**config.mk**
```make
export PLATFORM = sky130hd
export DESIGN_NAME = hazard_ctrl_fsm
export DESIGN_NICKNAME = d
export VERILOG_FILES = /design/src/rtl/hazard_ctrl_fsm.sv
export SDC_FILE = /design/constraint.sdc
export NUM_CORES = 1
export LEC_CHECK = 0
export BUFFER_PORTS_ARGS = -buffer_cell sky130_fd_sc_hd__clkbuf_2
export CORE_MARGIN = 8
export CORE_UTILIZATION = 53
export CTS_BUF_LIST = sky130_fd_sc_hd__clkbuf_16
export CTS_CLUSTER_DIAMETER = 30
export DETAILED_ROUTE_END_ITERATION = 12
export GPL_TIMING_DRIVEN = 0
export PLACE_DENSITY = 0.77
export SYNTH_ARGS = -nofsm -noshare
export SYNTH_HDL_FRONTEND = slang
export SYNTH_SLANG_ARGS = --single-unit
```
**constraint.sdc**
```tcl
create_clock -name clk -period 5.55 [get_ports clk]
set_input_delay 0.555 -clock clk [delete_from_list [all_inputs] [get_ports clk]]
set_output_delay 0.555 -clock clk [all_outputs]
set_load 0.03 [all_outputs]
```
**src/rtl/hazard_ctrl_fsm.sv**
```systemverilog
// Pipeline sequencing controller: load-use stall, branch flush, dmem freeze,
// post-reset purge, plus saturating stall/flush performance counters.
module hazard_ctrl_fsm #(
  parameter int FLUSH_CYCLES = 1,
  parameter int CNT_W        = 16
) (
  input  logic             clk,
  input  logic             rst_n,
  input  logic             IDEX_MemoryRead,
  input  logic [4:0]       IDEX_rd,
  input  logic [4:0]       IFID_rs1,
  input  logic [4:0]       IFID_rs2,
  input  logic             uses_rs2,
  input  logic             branch_taken,
  input  logic             dmem_busy,
  output logic             PCWrite,
  output logic             IFIDWrite,
  output logic             IF_flush,
  output logic             IDEX_bubble,
  output logic             pipe_hold,
  output logic [CNT_W-1:0] stall_cnt,
  output logic [CNT_W-1:0] flush_cnt
);

  typedef enum logic [1:0] {INIT, RUN, FLUSH, MEM_WAIT} state_t;

  localparam logic [2:0] FLUSH_LEFT_INIT = 3'(FLUSH_CYCLES - 1);

  state_t     state, state_nxt, eval_state;
  logic [2:0] flush_left, flush_left_nxt;
  logic       load_use;
  logic       flush_evt;

  always_comb begin
    load_use = IDEX_MemoryRead && (IDEX_rd != 5'd0) &&
               ((IDEX_rd == IFID_rs1) || (uses_rs2 && (IDEX_rd == IFID_rs2)));

    // The cycle dmem_busy drops in MEM_WAIT is decoded as the state being
    // resumed, so the pipeline restarts without an extra dead cycle.
    eval_state = state;
    if (state == MEM_WAIT && !dmem_busy)
      eval_state = (flush_left != 3'd0) ? FLUSH : RUN;

    PCWrite        = 1'b1;
    IFIDWrite      = 1'b1;
    IF_flush       = 1'b0;
    IDEX_bubble    = 1'b0;
    pipe_hold      = 1'b0;
    flush_evt      = 1'b0;
    state_nxt      = state;
    flush_left_nxt = flush_left;

    case (eval_state)
      INIT: begin
        PCWrite     = 1'b0;
        IFIDWrite   = 1'b0;
        IF_flush    = 1'b1;
        IDEX_bubble = 1'b1;
        state_nxt   = RUN;
      end
      RUN: begin
        state_nxt = RUN;
        if (dmem_busy) begin
          PCWrite   = 1'b0;
          IFIDWrite = 1'b0;
          pipe_hold = 1'b1;
          state_nxt = MEM_WAIT;
        end else if (load_use) begin
          PCWrite     = 1'b0;
          IFIDWrite   = 1'b0;
          IDEX_bubble = 1'b1;
        end else if (branch_taken) begin
          IF_flush  = 1'b1;
          flush_evt = 1'b1;
          if (FLUSH_CYCLES > 1) begin
            flush_left_nxt = FLUSH_LEFT_INIT;
            state_nxt      = FLUSH;
          end
        end
      end
      FLUSH: begin
        if (dmem_busy) begin
          PCWrite   = 1'b0;
          IFIDWrite = 1'b0;
          pipe_hold = 1'b1;
          state_nxt = MEM_WAIT;
        end else begin
          IF_flush       = 1'b1;
          flush_left_nxt = flush_left - 3'd1;
          state_nxt      = (flush_left <= 3'd1) ? RUN : FLUSH;
        end
      end
      MEM_WAIT: begin
        PCWrite   = 1'b0;
        IFIDWrite = 1'b0;
        pipe_hold = 1'b1;
        state_nxt = MEM_WAIT;
      end
      default: state_nxt = INIT;
    endcase
  end

  always_ff @(posedge clk or negedge rst_n) begin
    if (!rst_n) begin
      state      <= INIT;
      flush_left <= '0;
    end else begin
      state      <= state_nxt;
      flush_left <= flush_left_nxt;
    end
  end

  always_ff @(posedge clk or negedge rst_n) begin
    if (!rst_n) begin
      stall_cnt <= '0;
      flush_cnt <= '0;
    end else begin
      if (state != INIT && !PCWrite && stall_cnt != '1)
        stall_cnt <= stall_cnt + CNT_W'(1);
      if (flush_evt && flush_cnt != '1)
        flush_cnt <= flush_cnt + CNT_W'(1);
    end
  end

endmodule
```
* After elaboration in Yosys (flattened, before gate mapping)
Index checks and enable logic that the tools add are counted.
Cells by class: bitwise logic cells 1, equal/unequal tests 8, add/subtract/negate cells 3, reduce and logical (&&, ||, !) cells 17, muxes and demuxes 20, order comparisons 1
Operators with widths (count):
- 16-bit by 1-bit adder with 16-bit output, second input constant | 2
- 16-bit inequality test, second input constant | 2
- 5-bit equality test | 2
- 1-bit two-way mux | 10
- 2-bit two-way mux | 5
- 2-bit one-hot mux with 4 select lines | 1
- 1-bit logical AND | 7
- 2-bit equality test, second input constant | 3
- 1-bit one-hot mux with 3 select lines | 2
- 5-bit nonzero test | 1
- 1-bit one-hot mux with 2 select lines | 2
- 2-bit OR reduction | 2
- 3-bit by 1-bit less-or-equal comparator with 1-bit output, second input constant | 1
- 3-bit nonzero test | 1
- 3-bit by 1-bit subtractor with 3-bit output, second input constant | 1
- 2-bit by 1-bit equality test with 1-bit output, second input constant | 1
- 1-bit zero test | 2
- 2-bit zero test | 1
- 2-bit AND reduction | 1
- 2-bit nonzero test | 1
- 1-bit logical OR | 1
- 1-bit NOT | 1
Storage, ports and cells: flip-flop bits (word level) 37, word-level logic and storage cells 54, bits of input ports 21

* Logic depth before layout (Yosys ltp)
Gate-level depths: netlist of run 1.
word-level depth 10, depth in mapped cells 12

* Least setup slack after synthesis of run 1
No wires, ideal clock.
path type reg-to-output, start point register flush_left[0], end point output IF_flush, arrival time 2171 ps, cell stages (with the launch flop) 12, path slack 2824 ps, buffers on the path 0, path through dfrtp_1 > inv_1 > ha_1 > nand2b_1 > o31a_1 > inv_1 > ha_1 > nor2b_1 > nand2_1 > a21oi_1 > nor3_1 > nor2_1
Between the ends: cells in the longest elaborated chain, start to end 5, elaborated cells between the ends (all ways) 7, those cells by class 2 x eq/ne; 3 x mux; 2 x reduce/logical
Ends and longest elaborated chain:
- from (decl) | RTL line 30 | logic [2:0] flush_left, flush_left_nxt;
- from (signal assigned) | RTL line 109 | flush_left <= flush_left_nxt;
- 3-bit nonzero test * | RTL line 42 | eval_state = (flush_left != 3'd0) ? FLUSH : RUN;
- 2-bit two-way mux * | RTL line 42
- 2-bit two-way mux * | RTL line 41 | if (state == MEM_WAIT && !dmem_busy)
- 2-bit equality test, or another cell as far along | RTL line 53 | case (eval_state)
- 1-bit one-hot mux with 3 select lines * | RTL line 53
- to (decl) | RTL line 18 | output logic IF_flush,
Mark *: on every way between the ends. The rest lies on a longest branch, timed or not.

* Worst setup path after layout of run 1
start point register flush_left[0], end point output PCWrite
Between the ends: cells in the longest elaborated chain, start to end 6, elaborated cells between the ends (all ways) 9, those cells by class 3 x eq/ne; 3 x mux; 3 x reduce/logical
Ends and longest elaborated chain:
- 3-bit nonzero test * | RTL line 42
- 2-bit two-way mux * | RTL line 42
- 2-bit two-way mux * | RTL line 41
- 2-bit equality test or 2-bit zero test (tied branches) | RTL line 53
- 2-bit OR reduction (no line)
- 1-bit one-hot mux with 3 select lines * | RTL line 53
- to (decl) | RTL line 16 | output logic PCWrite,
Marked as above.

==> results of run 1 <==
-- worst register-to-register path, cell delays in order (launching register included) --
cell	delay, ns
dfrtp_1	0.38
inv_1	0.14
ha_1	0.17
nand2b_1	0.07
o31a_1	0.30
inv_1	0.12
ha_1	0.20
nor2b_1	0.20
nand2_1	0.13
a211oi_4	0.40
buf_4	0.26
nand3_1	0.10
xnor2_1	0.15
-- cell type report --
cell class                      instances  area, um^2
Buffer                                  5        33.8
Inverter                                6        22.5
Clock inverter                          3        37.5
Tap cell                               50        62.6
Multi-Input combinational cell        152        1120
Timing Repair Buffer                   57         285
Clock buffer                            5         125
Fill cell                             350        1300
Sequential cell                        37         926
-- final timing paths --
check | startpoint | cells past startpoint | slack, ns | to
max | flush_left[0] | 11 | 2.23 | PCWrite
min reg2reg | stall_cnt[5] | 1 | 0.49 | stall_cnt[5]
max reg2reg | flush_left[0] | 12 | 2.81 | flush_cnt[11]
min in group clk | stall_cnt[5] | 1 | 0.49 | stall_cnt[5]
max in group asynchronous | rst_n | 1 | 4.58 | flush_cnt[0]
min | rst_n | 1 | 0.40 | flush_cnt[1]
-- power groups by stage --
| stage | Clock [W] | Sequential (W) | Combinational (W) |
|---|---|---|---|
| floorplan | 0 | 0.000538 | 0.000339 |
| global placement | 0 | 0.000436 | 0.000599 |
| detailed placement | 0 | 0.000439 | 0.000611 |
| CTS | 0.000313 | 0.000437 | 0.000618 |
| global route | 0.000328 | 0.000448 | 0.000666 |
| finish | 0.000309 | 0.000436 | 0.000611 |
-- cell usage after synthesis (all sizes together) (2+ instances only) --
cell | n | share of area
a21oi | 6 | 0.014
a31oi | 2 | 0.0059
and3 | 6 | 0.018
and4 | 7 | 0.029
buf | 3 | 0.012
clkbuf | 2 | 0.0036
dfrtp | 37 | 0.44
ha | 10 | 0.059
inv | 6 | 0.011
mux2 | 3 | 0.018
nand2 | 14 | 0.025
nand2b | 3 | 0.0089
nand3 | 14 | 0.033
nand4 | 7 | 0.021
nor2 | 9 | 0.018
nor2b | 3 | 0.0089
nor3 | 5 | 0.012
nor4 | 8 | 0.024
nor4b | 2 | 0.0083
o21ai | 2 | 0.0048
o22ai | 3 | 0.012
xnor2 | 24 | 0.10
xor2 | 16 | 0.067
-- sequential cells by signal, indices dropped and copies added (netlist names) --
signal,count
stall_cnt,16
flush_cnt,16
state,2
flush_left,3
-- kinds of logic after synthesis --
| family | share of synthesized area |
|---|---|
| AND/OR/NAND/NOR | 0.220 |
| multiplexers | 0.0178 |
| adder cells (fa/ha/maj) | 0.0594 |
| AO/OA/AOI/OAI | 0.0701 |
| XOR/XNOR | 0.166 |
| buffers and inverters | 0.0267 |
| flip-flops | 0.440 |
-- through the flow --
stage | setup WS (ns) | std cells
finish | 2.23 | 315
global route | 2.02 | 315
CTS | 2.22 | 315
detailed placement | 2.51 | 307
global placement | 2.54 | 307
floorplan | 2.82 | 200
-- per-layer routing --
layer,vias up,wire length (um),GRT usage
met1,846,2060,0.181
met3,6,246,0.0553
met4,0,42,0.0315
met2,55,2380,0.269
met5,-,0,0
li1,838,-,-
==> run metrics, run 1 <==
Critical Path RT=4.99 ns; number of global-route vias before repair=1795; vias=1745; Internal Power=0.000772 W; initial antenna violation count=0; final setup fails=0; clk buf depth=2; DRC=0; worst-path cell with the longest stage delay=a311oi_4; worst-margin pin slew=0.905 ns; Worst Setup Path Type=reg -> out; switching share of power=0.431; fin crit period=3.32 ns; GRT Util Overall=0.155; clock transition at the registers of the reported paths=0.05 ns; critical path arrival=2.77 ns; proportion of power drawn by the clock network=0.228; element type at the critical path start=register; PD cells=518 mW/mm^2; antenna cells=0; pin count of the biggest net entering global routing=38; Seq/Total Area, Yosys=0.440; first-pass GRT wire length=7940 um; Boundary Pins=58; root buffer selected by CTS=clkbuf_16; P_sw=0.000585 W; Vias/cell=5.54; GP Congestion=0.828; Logic pwr share=0.451; clk sinks=37; commonest cells after routing, fill and taps aside=57 x clkbuf_2, 37 x dfrtp_1, 24 x xnor2_1; postcts setup bufs=0; relative slew slack=0.397; synth unique cells=35; ys flop type=dfrtp_1; CTS buffer count=5; post-DP HPWL=3540 um; CP Capture Type=output port; CORE AREA=0.00391 mm^2; Yosys warning count=0; worst-path cell chain=inv_1 > ha_1 > nand2b_1 > o31a_1 > inv_1 > ha_1 > nor2_1 > a311oi_4 > buf_6 > buf_4 > clkbuf_2; post-synthesis cell area=0.00211 mm^2; drt first pass iters=4; Seq cells post-synth=37; CTS tree=done; placed inst area=0.00245 mm^2; area grow syn2layout=24.2%; Horiz. Die Dim=79.0 um; layout cells sized above 1=0.283; max-slew violation count=0; ANT nets after route=0; Layout Utilization=0.668; die area=0.00625 mm^2; # hold bufs at CTS=0; RSZ-0062 raised after global routing=false; max-cap violations=0; post-CTS sizing=0; Fin Setup TNS=0 ns; drt initial violations=73; Min Hold Slack=0.403 ns; port buffer count=57; die height=79.0 um; Design Area, Final=0.00262 mm^2; syn nets=231; Post-Syn Instances=200; biggest cell delay along the critical path=0.48 ns; peak supply drop=338 uV; Clock Skew=0.00490 ns; min-delay worst type=in -> async; period utilization=0.599; Rows=23; outcome=completed; worst skew pair latency=0.28 ns; crit path max fanout=11; max frequency=301 MHz; post-synthesis area per instance=10.5 um^2; final total power=0.00136 W; Starting Density=0.538; Post-synth ARST share=1.00; power share of the sequential group=0.322; static leakage=1.18 nW; total global routing overflow=0; commonest non-fill, non-tap cell in the layout=clkbuf_2; DR WL/cell=15.0 um; critical path buffer and inverter count=5; Fin. Hold Viols=0; Post-synth EDFFs=0; H-Tree Depth=2; Final #Nets=295; Worst path top cell family by delay=compound AO/OA/AOI/OAI gates; Routed WL=4730 um
No activity file was read; power rests on OpenSTA's default activity.
==> run 2, diff against run 1 <==
Settings changed: ABC_AREA from default to 1, CORE_UTILIZATION 53 to 49, PLACE_DENSITY 0.77 to 0.72.
Clock period 5.55 ns to 3 ns, I/O delays scaled along.
==> run metrics, run 2 <==
area grow syn2layout=21.9%; Seq/Total Area, Yosys=0.360 (-0.0798); commonest cells after routing, fill and taps aside=116 x nand2_1, 57 x clkbuf_2, 38 x inv_1; Clock Skew=0.00525 ns (+0.000352 ns); post-DP HPWL=4620 um (+31%); clk buf depth=2 (unchanged); Boundary Pins=58 (unchanged); pin count of the biggest net entering global routing=38 (unchanged); H-Tree Depth=2 (unchanged); GRT Util Overall=0.170 (+0.0144); post-synthesis cell area=0.00257 mm^2 (+22%); register area=926 um^2 (unchanged); Synth top cells by count=116 x nand2_1, 38 x inv_1, 37 x dfrtp_1; post-synthesis simple-gate area fraction=0.374 (+0.154); clk sinks=37 (unchanged); top-area cell type share of the netlist area=0.360 (-0.0798); total global routing overflow=0 (unchanged); commonest non-fill, non-tap cell in the layout=nand2_1; biggest area consumer among synthesized cells=dfrtp_1; setup slack at placement=0.140 ns (-2.37 ns); Rows=26 (+13%); Seq cells post-synth=37 (unchanged); Largest regs=flush_cnt x16, stall_cnt x16, flush_left x3; peak supply drop=388 uV (+15%); final setup fails=0 (unchanged); worst-path cell with the longest stage delay=dfrtp_1; port buffer count=57 (unchanged); Multi-input gate area=0.00145 mm^2 (+29%); Critical Path End=PCWrite; ys flop type=dfrtp_1; initial antenna violation count=0 (unchanged); most common cell in the netlist=nand2_1; Synth Area in Adders=0.0486 (-0.0108); post-synthesis area per instance=7.21 um^2 (-32%); drt first pass iters=4 (unchanged); CTS tree=done; worst r2r src=flush_left[0]; xor/xnor cell area share of the yosys netlist=0.102 (-0.0642); Critical Path RT=2.70 ns (-2.29 ns); max-cap violations=0 (unchanged); PD cells=695 mW/mm^2 (+34%); Synth Area in Compound Gates=0.0321 (-0.0380); worst skew pair latency=0.28 ns (about the same); fillcell total=499 (+43%); Vias/cell=5.01 (-9.5%); R2R depth=14 (+2); DR WL/cell=12.4 um (-17%); root buffer selected by CTS=clkbuf_16; busiest grt layer=met2; Yosys warning count=0 (unchanged); Starting Density=0.507 (-0.0311); DRC=0 (unchanged); crit path max fanout=10 (-1); r2r endpoint=stall_cnt[12]; CTS buffer count=5 (unchanged); critical path arrival=2.51 ns (-0.26 ns); Fin. Hold Viols=0 (unchanged); worst-margin pin slew=0.919 ns (+0.0147 ns); Layout Utilization=0.618 (-0.0506); CP startpoint=flush_left[0]; mux cell area share after synthesis=0 (-0.0178); vias=2487 (+43%); ANT nets after route=0 (unchanged); relative slew slack=0.387 (-0.00977); biggest cell delay along the critical path=0.37 ns (-0.11 ns); Post-Syn Instances=357 (+79%); Post-synth ARST share=1.00 (unchanged); syn nets=388 (+68%); min-delay worst type=in -> async; # hold bufs at CTS=0 (unchanged); die height=88.5 um (+12%); GR Layer Usage met3=0.0362 (-0.0191); GP Congestion=0.874 (+5.5%); Worst Setup Path Type=reg -> out; Routed WL=6150 um (+30%); outcome=completed; antenna cells=0 (unchanged); CP dominant cell by count=inv_1; M1 GR Usage=0.193 (+0.0120); r2r setup slk=0.59 ns (-2.22 ns); largest family of logic cells by synthesized area=simple AND/OR/NAND/NOR gates; period utilization=0.938; met2 Usage GRT=0.301 (+0.0327); CORE AREA=0.00507 mm^2 (+30%); CP Depth=13 (+2); element type at the critical path start=register; die area=0.00782 mm^2 (+25%); max-slew violation count=0 (unchanged); CP Capture Type=output port; critical path buffer and inverter count=6 (+1); Horiz. Die Dim=88.5 um (+12%); max frequency=355 MHz; worst-path cell chain=inv_1 > ha_1 > nand2_1 > o31ai_4 > inv_1 > ha_1 > nor2_1 > nor2_1 > nand2_2 > buf_4 > inv_1 > buf_4 > clkbuf_2; synth unique cells=30 (-14%); Final #Nets=456 (+55%); Post-synth EDFFs=0 (unchanged); clock transition at the registers of the reported paths=0.06 ns (about the same); first-pass GRT wire length=10600 um (+34%); number of global-route vias before repair=2461 (+37%); drt initial violations=68 (-6.8%); Fin Setup TNS=0 ns (unchanged); static leakage=1.69 nW (+43%); setup ws final=0.186 ns (-2.04 ns); Worst path top cell family by delay=buffers and inverters; synth top area cells=dfrtp_1 36%, nand2_1 17%, xor2_1 6.5%, inv_1 5.5%, nand3_1 5.3%; layout cells sized above 1=0.214 (-0.0694); fin crit period=2.81 ns
[run 2: what timing repair did]
| action | in CTS | in global routing |
|---|---|---|
| endpoints found under the setup margin | 2 | 2 |
| endpoints found under the hold margin | 0 | 0 |
| cloned | 0 | 0 |
| buffers inserted | 0 | 4 |
| pin swaps | 0 | 1 |
| resized for setup | 3 | 2 |
[run 2: worst min path at each step]
stage                   from            end
3_3_place_gp   flush_left[1]  flush_left[1]
6_report               rst_n   stall_cnt[5]
2_1_floorplan          rst_n   flush_cnt[0]
3_5_place_dp           rst_n   stall_cnt[2]
4_1_cts                rst_n   stall_cnt[5]
5_1_grt                rst_n   stall_cnt[5]
[run 2: power by group]
part	internal (W)	switching, W
Clock	0.000300	0.000197
Combinational	0.000339	0.000660
Sequential	0.000589	0.0000954
Total	0.00123	0.000953
[run 2: routing by layer]
metal  share of wire  vias to the layer above
met1            0.43                     1149
met4           0.019                        0
li1                -                     1277
met5               0                        -
met3           0.051                       12
met2            0.50                       49
[run 2: cell type report]
class                      instances  area share
inverter                          43      0.0515
multi-input combinational        268       0.463
sequential                        37       0.295
tap                               70      0.0279
clock inverter                     3     0.00399
clock buffer                       5      0.0399
timing repair buffer              61       0.101
buffer                             9      0.0176
[run 2: through the flow]
step                      instance area (um^2)  hold WS [ns]  cells  total power, W
after floorplan                           2570       0.00441    357         0.00138
after global placement                    2950         0.472    484         0.00162
after detailed placement                  2950         0.483    484         0.00164
after CTS                                 3100         0.184    492         0.00217
after global routing                      3140         0.230    496         0.00234
final                                     3140         0.147    496         0.00218
[run 2: cells by family (layout without fill, tap and decap cells)]
family / after synthesis / count (layout)
flops: 37 / 37
fa+ha+maj: 10 / 10
buf+inv: 52 / 121
simple gates: 213 / 213
compound gates: 15 / 15
xor+xnor: 30 / 30
[run 2: worst register-to-register path: stages, from the launching register on]
cell and delay (ns):
dfrtp_1 0.37, inv_1 0.12, ha_1 0.16, nand2_1 0.12, o31ai_4 0.28, inv_1 0.12, ha_1 0.24, nor2_1 0.11
nor2_1 0.05, nand2_2 0.11, buf_4 0.13, nand3_2 0.16, buf_6 0.22, nand2_1 0.07, nand2_1 0.05
==> run 3, diff against run 2 <==
Settings changed: GPL_TIMING_DRIVEN 0 to default.
==> run metrics, run 3 (same netlist as run 2, synthesis figures left out) <==
period utilization=0.883 (-0.0553); fillcell total=481 (-3.6%); port buffer count=57 (unchanged); max-slew violation count=0 (unchanged); commonest non-fill, non-tap cell in the layout=nand2_1; root buffer selected by CTS=clkbuf_16; vias=2427 (-2.4%); die area=0.00782 mm^2 (unchanged); DR WL/cell=12.3 um (-0.45%); CP Capture Type=output port; worst skew pair latency=0.28 ns (about the same); antenna cells=0 (unchanged); static leakage=1.65 nW (-2.4%); CORE AREA=0.00507 mm^2 (unchanged); GRT Util Overall=0.167 (-0.00250); biggest cell delay along the critical path=0.37 ns (about the same); peak supply drop=507 uV (+31%); Horiz. Die Dim=88.5 um (unchanged); crit path max fanout=4 (-6); drt initial violations=89 (+31%); final setup fails=0 (unchanged); WL met2=2990 um (-2.4%); worst-margin pin slew=0.898 ns (-0.0208 ns); relative slew slack=0.401 (+0.0139); Critical Path RT=2.70 ns (about the same); DRC=0 (unchanged); die height=88.5 um (unchanged); critical path arrival=2.35 ns (-0.16 ns); clock transition at the registers of the reported paths=0.05 ns (about the same); first-pass GRT wire length=10500 um (-1.1%); clk sinks=37 (unchanged); Clock Skew=0.00392 ns (-0.00134 ns); Routed WL=5970 um (-2.9%); Layout Utilization=0.600 (-0.0178); M1 WL=2510 um (-5.3%); CP dominant cell by count=inv_1; clk buf depth=2 (unchanged); H-Tree Depth=2 (unchanged); drt first pass iters=4 (unchanged); Starting Density=0.507 (unchanged); number of global-route vias before repair=2459 (-0.081%); GP Congestion=0.909 (+4.1%); post-DP HPWL=4500 um (-2.5%); total global routing overflow=0 (unchanged); r2r endpoint=stall_cnt[10]; Final Instance Count excl. Fillers=484 (-2.4%); worst r2r src=flush_left[0]; min-delay worst type=in -> async; Worst path top cell family by delay=buffers and inverters; Min Hold Slack=0.137 ns (-0.00924 ns); Largest regs=flush_cnt x16, stall_cnt x16, flush_left x3; Final #Nets=445 (-2.4%); initial antenna violation count=0 (unchanged); CTS buffer count=5 (unchanged); fin crit period=2.65 ns (-0.166 ns); postcts setup bufs=0 (unchanged); R2R depth=12 (-2); DR WL met3=343 um (+8.5%); r2r setup slk=0.60 ns (about the same); layout cells sized above 1=0.196 (-0.0180); Fin. Hold Viols=0 (unchanged); dpl cells=477 (-1.4%); Boundary Pins=58 (unchanged); ANT nets after route=0 (unchanged); Rows=26 (unchanged); worst-path cell with the longest stage delay=dfrtp_1; max layer used=met4; pin count of the biggest net entering global routing=38 (unchanged); commonest cells after routing, fill and taps aside=116 x nand2_1, 57 x clkbuf_2, 39 x inv_1; Fin Setup TNS=0 ns (unchanged); critical path buffer and inverter count=4 (-2); PD cells=684 mW/mm^2 (-1.6%); element type at the critical path start=register; max frequency=378 MHz (+6.3%); outcome=completed; area grow syn2layout=18.4%; CTS tree=done; Vias/cell=5.01 (about the same); RSZ-0062 raised after global routing=false; max-cap violations=0 (unchanged); worst-path cell chain=inv_1 > ha_1 > nand2_1 > a31oi_1 > inv_1 > ha_1 > nand2_1 > inv_1 > nor2_1 > a21oi_1 > clkbuf_2; Worst Setup Path Type=reg -> out
## run 3: worst max path at each step
| stage | endpoint | slack, ns | from | cells past startpoint |
|---|---|---|---|---|
| detailed placement | stall_cnt[10] | 0.49 | flush_left[0] | 12 |
| global placement | stall_cnt[13] | 0.59 | flush_left[0] | 12 |
| global route | IF_flush | 0.16 | flush_left[0] | 11 |
| CTS | IF_flush | 0.23 | flush_left[0] | 11 |
| finish | IF_flush | 0.35 | flush_left[0] | 11 |
| floorplan | PCWrite | 0.47 | flush_left[0] | 12 |
## run 3: metal layers
metal  up-vias  global-route usage
met5         -                   0
met4         0              0.0737
met3        14              0.0390
met2        56               0.298
met1      1104               0.184
li1       1253                   -
## run 3: timing repair
action                     in CTS  in global routing
hold buffers                    0                  0
setup endpoints to repair       0                  1
resized for setup               0                  1
## run 3: final cells by class
type                    instances  area (um^2)  share of cell area
inverters                      43          161              0.0530
flip-flops and latches         37          926               0.304
clock buffers                   5          125              0.0411
repair buffers                 59          300              0.0986
well taps                      70         87.6              0.0288
multi-input cells             268         1440               0.472
clock inverters                 2         7.51             0.00247
## run 3: worst register-to-register path: stages, from the launching register on
cell and delay [ns]:
dfrtp_1 0.37, inv_1 0.13, ha_1 0.17, nand2_1 0.08, a31oi_1 0.31, inv_1 0.12
ha_1 0.26, nor2_1 0.11, nor2_1 0.06, nand2_2 0.16, nand3_2 0.31, nand2_1 0.16
nand2_1 0.06
## run 3: power by group
part	switching, W	internal [W]	total, W
clock network	0.000185	0.000297	0.000482
registers	0.0000956	0.000589	0.000685
logic	0.000636	0.000282	0.000918
total	0.000917	0.00117	0.00208
## run 3: stage by stage
step                      setup slack, ns  power [W]  area [um^2]
after floorplan                     0.467    0.00138         2570
after global placement              0.590    0.00159         2910
after detailed placement            0.487    0.00161         2910
after CTS                           0.226    0.00210         3040
after global routing                0.157    0.00225         3050
final                               0.352    0.00208         3050
